$ cat src/rtl/uart_rx_fifo_if.sv
// Consumer-side bundle of the UART receiver: show-ahead FIFO read port plus status flags.
// slave is the receiver side; master is the consumer that drains the FIFO.
interface uart_rx_fifo_if #(parameter int CNT_W = 5);
  logic             rd_en;
  logic [7:0]       rd_data;
  logic             empty;
  logic             full;
  logic [CNT_W-1:0] count;
  logic             frame_err;
  logic             overflow;
  logic             busy;

  modport master (
    output rd_en,
    input  rd_data, empty, full, count, frame_err, overflow, busy
  );

  modport slave (
    input  rd_en,
    output rd_data, empty, full, count, frame_err, overflow, busy
  );
endinterface

$ cat src/rtl/uart_rx_fifo.sv
// 8N1 UART receiver with 2-flop input synchronizer feeding a show-ahead byte FIFO.
// Byte lands on rd_data one edge after the stop-bit sample; a push into a full FIFO without a pop is dropped and latches overflow.
module uart_rx_fifo #(
  parameter int CLKS_PER_BIT = 186,
  parameter int FIFO_DEPTH   = 16,
  parameter int CNT_W        = 5
) (
  input  logic         clk,
  input  logic         rst,
  input  logic         uart_port_di,
  uart_rx_fifo_if.slave rx_if
);

  localparam int TMR_W = $clog2(CLKS_PER_BIT);
  localparam int AW    = CNT_W - 1;
  localparam logic [TMR_W-1:0] HALF_T = TMR_W'(CLKS_PER_BIT / 2);
  localparam logic [TMR_W-1:0] LAST_T = TMR_W'(CLKS_PER_BIT - 1);

  typedef enum logic [1:0] {IDLE, START, DATA, STOP} state_t;

  state_t           state, state_n;
  logic [TMR_W-1:0] timer, timer_n;
  logic [2:0]       bit_idx, bit_idx_n;
  logic [7:0]       shreg, shreg_n;
  logic             rx_meta, rx_s;
  logic             push_req, ferr_n;

  logic [7:0]       mem [FIFO_DEPTH];
  logic [CNT_W-1:0] wr_ptr, rd_ptr;
  logic             empty, full, do_pop, do_push;
  logic             frame_err_q, overflow_q;

  // Preset high so reset never looks like a start bit.
  always_ff @(posedge clk) begin
    if (rst) begin
      rx_meta <= 1'b1;
      rx_s    <= 1'b1;
    end else begin
      rx_meta <= uart_port_di;
      rx_s    <= rx_meta;
    end
  end

  always_ff @(posedge clk) begin
    if (rst) begin
      state       <= IDLE;
      timer       <= '0;
      bit_idx     <= '0;
      shreg       <= '0;
      frame_err_q <= 1'b0;
    end else begin
      state       <= state_n;
      timer       <= timer_n;
      bit_idx     <= bit_idx_n;
      shreg       <= shreg_n;
      frame_err_q <= ferr_n;
    end
  end

  always_comb begin
    state_n   = state;
    timer_n   = timer + 1'b1;
    bit_idx_n = bit_idx;
    shreg_n   = shreg;
    push_req  = 1'b0;
    ferr_n    = 1'b0;
    case (state)
      IDLE: begin
        timer_n = '0;
        if (!rx_s) state_n = START;
      end
      START: begin
        if (timer == HALF_T) begin
          timer_n   = '0;
          bit_idx_n = '0;
          state_n   = rx_s ? IDLE : DATA;
        end
      end
      DATA: begin
        if (timer == LAST_T) begin
          timer_n          = '0;
          shreg_n[bit_idx] = rx_s;
          bit_idx_n        = bit_idx + 1'b1;
          if (bit_idx == 3'd7) state_n = STOP;
        end
      end
      STOP: begin
        if (timer == LAST_T) begin
          timer_n  = '0;
          state_n  = IDLE;
          push_req = rx_s;
          ferr_n   = !rx_s;
        end
      end
      default: state_n = IDLE;
    endcase
  end

  assign empty   = (wr_ptr == rd_ptr);
  assign full    = (wr_ptr[AW-1:0] == rd_ptr[AW-1:0]) && (wr_ptr[AW] != rd_ptr[AW]);
  assign do_pop  = rx_if.rd_en && !empty;
  // When full, a same-cycle pop frees the slot being written.
  assign do_push = push_req && (!full || do_pop);

  always_ff @(posedge clk) begin
    if (rst) begin
      wr_ptr     <= '0;
      rd_ptr     <= '0;
      overflow_q <= 1'b0;
      for (int i = 0; i < FIFO_DEPTH; i++) mem[i] <= '0;
    end else begin
      if (do_push) begin
        mem[wr_ptr[AW-1:0]] <= shreg;
        wr_ptr              <= wr_ptr + 1'b1;
      end
      if (do_pop) rd_ptr <= rd_ptr + 1'b1;
      if (push_req && !do_push) overflow_q <= 1'b1;
    end
  end

  assign rx_if.rd_data   = mem[rd_ptr[AW-1:0]];
  assign rx_if.empty     = empty;
  assign rx_if.full      = full;
  assign rx_if.count     = wr_ptr - rd_ptr;
  assign rx_if.frame_err = frame_err_q;
  assign rx_if.overflow  = overflow_q;
  assign rx_if.busy      = (state != IDLE);

endmodule
$ cat src/flat_wrapper.sv
// flat-port wrapper written by rule: the top's interface ports become plain ports
module uart_rx_fifo_flat 
#(
  parameter int CLKS_PER_BIT = 186,
  parameter int FIFO_DEPTH   = 16,
  parameter int CNT_W        = 5
)
  (clk, rst, uart_port_di, rx_if_rd_en, rx_if_rd_data, rx_if_empty, rx_if_full, rx_if_count, rx_if_frame_err, rx_if_overflow, rx_if_busy);
  uart_rx_fifo_if #(.CNT_W(CNT_W)) rx_if_i ();
  input  logic clk;
  input  logic rst;
  input  logic uart_port_di;
  input wire logic [$bits(rx_if_i.rd_en)-1:0] rx_if_rd_en;
  output wire logic [$bits(rx_if_i.rd_data)-1:0] rx_if_rd_data;
  output wire logic [$bits(rx_if_i.empty)-1:0] rx_if_empty;
  output wire logic [$bits(rx_if_i.full)-1:0] rx_if_full;
  output wire logic [$bits(rx_if_i.count)-1:0] rx_if_count;
  output wire logic [$bits(rx_if_i.frame_err)-1:0] rx_if_frame_err;
  output wire logic [$bits(rx_if_i.overflow)-1:0] rx_if_overflow;
  output wire logic [$bits(rx_if_i.busy)-1:0] rx_if_busy;
  assign rx_if_i.rd_en = rx_if_rd_en;
  assign rx_if_rd_data = rx_if_i.rd_data;
  assign rx_if_empty = rx_if_i.empty;
  assign rx_if_full = rx_if_i.full;
  assign rx_if_count = rx_if_i.count;
  assign rx_if_frame_err = rx_if_i.frame_err;
  assign rx_if_overflow = rx_if_i.overflow;
  assign rx_if_busy = rx_if_i.busy;
  uart_rx_fifo #(.CLKS_PER_BIT(CLKS_PER_BIT), .FIFO_DEPTH(FIFO_DEPTH), .CNT_W(CNT_W)) u_core (.clk(clk), .rst(rst), .uart_port_di(uart_port_di), .rx_if(rx_if_i));
endmodule
$ cat config.mk
export PLATFORM = sky130hd
export DESIGN_NAME = uart_rx_fifo_flat
export DESIGN_NICKNAME = d
export VERILOG_FILES = /design/src/rtl/uart_rx_fifo_if.sv /design/src/rtl/uart_rx_fifo.sv /design/src/flat_wrapper.sv
export SDC_FILE = /design/constraint.sdc
export NUM_CORES = 1
export LEC_CHECK = 0
export CAP_MARGIN = 5
export CORE_MARGIN = 2
export CORE_UTILIZATION = 56
export DETAILED_ROUTE_END_ITERATION = 7
export PLACE_DENSITY = 0.84
export SLEW_MARGIN = 20
export SYNTH_ARGS = -nofsm -noshare
export SYNTH_HDL_FRONTEND = slang
export SYNTH_SLANG_ARGS = --single-unit
$ cat constraint.sdc
create_clock -name clk -period 2.4 [get_ports clk]
set_input_delay 0.48 -clock clk [delete_from_list [all_inputs] [get_ports clk]]
set_output_delay 0.48 -clock clk [all_outputs]
set_load 0.02 [all_outputs]
After elaboration in Yosys (flattened, before gate mapping)
Memory sizes are Yosys's and may differ from the RTL's. A register that Yosys moved wholly into a read port is not among the register bits.
Index checks and enable logic that the tools add are counted.
{ "totals": {"reg_bits": 35, "latchBits": 0, "mem_bits_rw": 128, "romBits": 0, "inputBits": 4, "output_inout_bits": 18, "wordCells": 81, "mem_count": 1} }
{ "op_classes": {"n_addsub": 5, "mul": 0, "div_mod_pow": 0, "n_lt_le_gt_ge": 2, "eq_ne": 14, "n_shift": 0, "mux": 28, "bitwise_logic": 2, "n_reduce_logical": 19} }
{ "mem_list": {"columns": ["memory", "words", "width", "rd", "rd_ports_with_merged_regs", "write_ports", "line_no", "rtl"], "rows": [
  ["u_core.mem", 16, 8, 1, 1, 16, "uart_rx_fifo.sv:28", "logic [7:0] mem [FIFO_DEPTH];"]
]} }
{ "op_table": {"columns": ["cell", "n"], "rows": [
  ["8-bit two-way mux", 3],
  ["8-bit one-hot mux with 3 select lines", 1],
  ["2-bit two-way mux", 6],
  ["4-bit two-way mux", 3],
  ["5-bit by 1-bit adder with 5-bit output (second input constant)", 2],
  ["1-bit two-way mux", 9],
  ["8-bit by 1-bit adder with 8-bit output (second input constant)", 1],
  ["8-bit bitwise mux", 1],
  ["8-bit by 7-bit == test with 1-bit output (second input constant)", 1],
  ["8-bit == test (second input constant)", 1],
  ["2-bit by 1-bit inequality test with 1-bit output (second input constant)", 4],
  ["2-bit one-hot mux with 4 select lines", 1],
  ["8-bit OR reduction", 1],
  ["3-bit two-way mux", 2],
  ["3-bit one-hot mux with 2 select lines", 1],
  ["5-bit == test", 1],
  ["1-bit logical AND", 5],
  ["5-bit AND reduction", 1],
  ["5-bit subtractor", 1],
  ["2-bit == test (second input constant)", 2],
  ["4-bit == test", 1],
  ["1-bit zero test", 4],
  ["3-bit by 4-bit < comparator with 1-bit output (second input constant)", 1],
  ["2-bit nonzero test", 2],
  ["14 further kinds", 15]
]} }

Longest topological paths before layout
Gate-level depths: netlist of run 1.
{ "logic_depth": {"word_depth": 10, "ltp_mapped": 8, "ltp_nobuf": 7} }

Least setup slack after synthesis of run 1
OpenSTA, ideal clock, no wires.
{ "synth_timing": {"path_kind": "flip-flop to output port", "startpoint": "register with a tool-made name", "endpoint": "output port rx_if_rd_data[0]", "t_arrival_ps": 1874, "required_ps": 1920, "setup_slack_ps": 46, "path_stages_with_launch": 5, "path_buffers": 2, "cell_sequence": "dfxtp_1 clkbuf_1 buf_2 mux4_2 mux4_2"} }
{ "synth_rtl": {"columns": ["element", "line_no", "rtl"], "rows": [
  ["end, declared", "flat_wrapper.sv:14", "output wire logic [$bits(rx_if_i.rd_data)-1:0] rx_if_rd_data;"]
]} }

==> summary.txt, run 1 <==
Status: finished with violations
Failing checks: setup timing
Initial antenna violation count: 0
Root Driver: clkbuf_16
Clock share of power: 41.9%
Global-route wire length before repair: 31200 µm
Crit path DAT: 2.23 ns
#FFs+latches synth: 167
Vias in the first global route: 5575
GR Util All Layers: 29.0%
Multi-input logic area: 2980 µm²
Average wire per standard cell: 23.8 µm
Worst Hold Endpoint: u_core.rx_s
Worst hold stages: 1
Clk buf depth: 2
Synthesized area per cell: 12.7 µm²
DR vias/cell: 6.46
VDD IR max: 0.580 mV
Synth Net Count: 637
Hold Buf Count CTS: 0
Sw Pwr: 1.35 mW
CTS Sinks: 167
Worst Path Max Fanout: 5
Fin. max-slew vios: 0
HPWL Detailed: 13100 µm
Worst setup EP type: primary output
Area fraction of the dominant cell type after synthesis: 49.5%
Most common cell in the synthesized netlist: nor2_1
Final Wtd Congestion: 0.861
Pre-antenna DRT Iters: 7
Min setup slack post-route: -0.310 ns
Vias: 5663
Synth Flop Type: edfxtp_1
Synth Instances: 614
Final wirelength: 20800 µm
Synth-to-Final Area Change: 21.7%
Setup crit start kind: register
CTS Buf Count: 17
Hold Startpoint: u_core.rx_meta
Final min period: 2.71 ns
Remaining Overflow, GRT: 0
Post-synth ARST share: 0%
Hold Crit Class: register to register
Final non-filler cell total: 877
Die extent in x: 122 µm
Storage element area: 4630 µm²
Worst Skew: 0.0149 ns
RR Startpoint: u_core.rd_ptr[2]
Hold Vio Cnt, Final: 0
CTS tree: done
Clock latency on the worst-skew pair: 0.43 ns
Leading area contributor after synthesis: edfxtp_1
Inst Count DP: 836
Switching Share: 22.1%
Post-placement setup slack: -0.280 ns
Setup-failing EPs final: 9
Flop pwr share: 53.2%
Gate power share: 4.9%
Post-route ant nets: 0
Die area: 14800 µm²
Antenna Cells: 0
Largest net degree at the start of global routing: 36
Number of synthesized flops with an enable pin: 128
Netlist Area Pre-Place: 7770 µm²
Max-slew headroom: 48.6%
Row count: 43
Register area share after synthesis: 59.5%
Main area contributors after synthesis: edfxtp_1 (49%), mux4_2 (12%), dfxtp_1 (10%)
R2R setup slack: 0.05 ns
WS Path Type: register to primary output
Total power: 6.13 mW
Final core utilization: 68.9%
Drt first-iter violations: 915
RSZ-0062 raised after global routing: yes
Reg clk slew, reported paths: 0.07 ns
Fillcell total: 864
H-tree levels: 4
Layout cell share with drive strength beyond 1: 24.5%
Internal: 4.78 mW
Commonest cells post-synth: nor2_1 (154), edfxtp_1 (128), nand2_1 (41)
Power density over the cells: 648 nW/µm²
YS warnings: 0
P_leak: 3.26 nW
Max Cap Violations: 0
Number of distinct library cells after synthesis: 49
R2R cell count: 9
WHS: 0.422 ns
Setup total negative slack: -2.23 ns
Residual DRC count: 0
Die Height: 122 µm
PortBufs: 21
Post-DP Area: 8680 µm²
Worst slew pin tran: 0.764 ns
Core Box Area: 13700 µm²
Reg2reg end: u_core.mem[6][6]
IO Count: 22
Fin crit share: 113%
Final design area excluding fillers: 9460 µm²
Final net count: 707
Critical Path RT: 1.92 ns
F_max: 369 MHz
Initial Util: 56.7%
-- flip-flops by register name, indices dropped and copies added, names as in the netlist, 3 cells and up, named ones only --
register,count
u_core.bit_idx,3
u_core.mem,128
u_core.rd_ptr,5
u_core.shreg,8
u_core.timer,8
u_core.wr_ptr,5
-- placed cells by master (no fill, tap or decap), types with 4 or more instances in the layout --
master	instances
nor2_1	154
edfxtp_1	128
buf_4	45
nand2_1	41
mux4_2	40
dfxtp_1	36
clkbuf_16	19
buf_12	19
a21o_1	18
ha_1	16
inv_1	13
nand3_1	11
a21oi_1	10
nor2b_1	9
xor2_1	8
mux2i_1	8
xnor2_1	7
buf_2	7
nand4_1	6
or4_1	6
buf_6	6
clkdlybuf4s50_1	6
o31ai_1	5
nor3_1	4
nor4_1	4
nand2b_1	4
-- kinds of logic (layout without fill, tap and decap cells) --
family / Yosys count / after routing / synth area share [%]
simple gates: 263 / 263 / 15.6
flops: 167 / 167 / 59.5
buf+inv: 53 / 136 / 3.07
mux: 49 / 49 / 12.8
compound gates: 48 / 48 / 4.23
fa+ha+maj: 19 / 19 / 3.16
xor+xnor: 15 / 15 / 1.69
-- worst max-delay path by stage --
stage	startpoint	to	slack (ns)	depth (start not counted)
detailed placement	register	rx_if_rd_data[4]	-0.28	4
finish	register	rx_if_rd_data[1]	-0.31	5
floorplan	register	rx_if_rd_data[0]	0.05	4
CTS	register	rx_if_rd_data[4]	-0.31	4
global placement	register	rx_if_rd_data[4]	-0.21	4
global route	register	rx_if_rd_data[5]	-0.35	5
-- worst max-delay path: stages (launching register included) --
cell,delay [ns]
dfxtp_4,0.40
buf_12,0.13
buf_16,0.12
mux4_2,0.51
mux4_2,0.48
buf_6,0.15
-- layout make-up --
cell class                 instances  area share [%]
timing repair buffer              90            10.7
tap                              180            2.38
clock inverter                    15            1.34
sequential                       167            49.0
multi-input combinational        394            31.5
clock buffer                      17            4.50
inverter                          14           0.556
-- repair_timing --
action / 4_1_cts / 5_1_grt
setup buffers: 1 / 3
resized for setup: 66 / 12
cloned: 2 / 3
pin swaps: 1 / 2
endpoints found under the setup margin: 59 / 154
-- metal layers --
metal / vias up / wire, µm / track usage, %
met5: - / 0 / 0
met4: 0 / 1030 / 12.7
met3: 100 / 2430 / 6.60
met2: 500 / 10300 / 48.7
met1: 2684 / 7070 / 36.0
li1: 2379 / - / -
-- power by group through the flow --
stage / clock (mW) / sequential [mW] / combinational [mW]
floorplan: 0 / 3.29 / 0.145
global placement: 0 / 3.31 / 0.280
detailed placement: 0 / 3.32 / 0.293
CTS: 2.58 / 3.26 / 0.295
global route: 2.68 / 3.27 / 0.314
finish: 2.57 / 3.26 / 0.302
(Power assumes the default switching activity.)
==> run 2: changes to the inputs <==
Settings changed: SLEW_MARGIN 20 to 5.
==> results of run 2 <==
The final DEF is identical to that of run 1; final timing and power are the same.
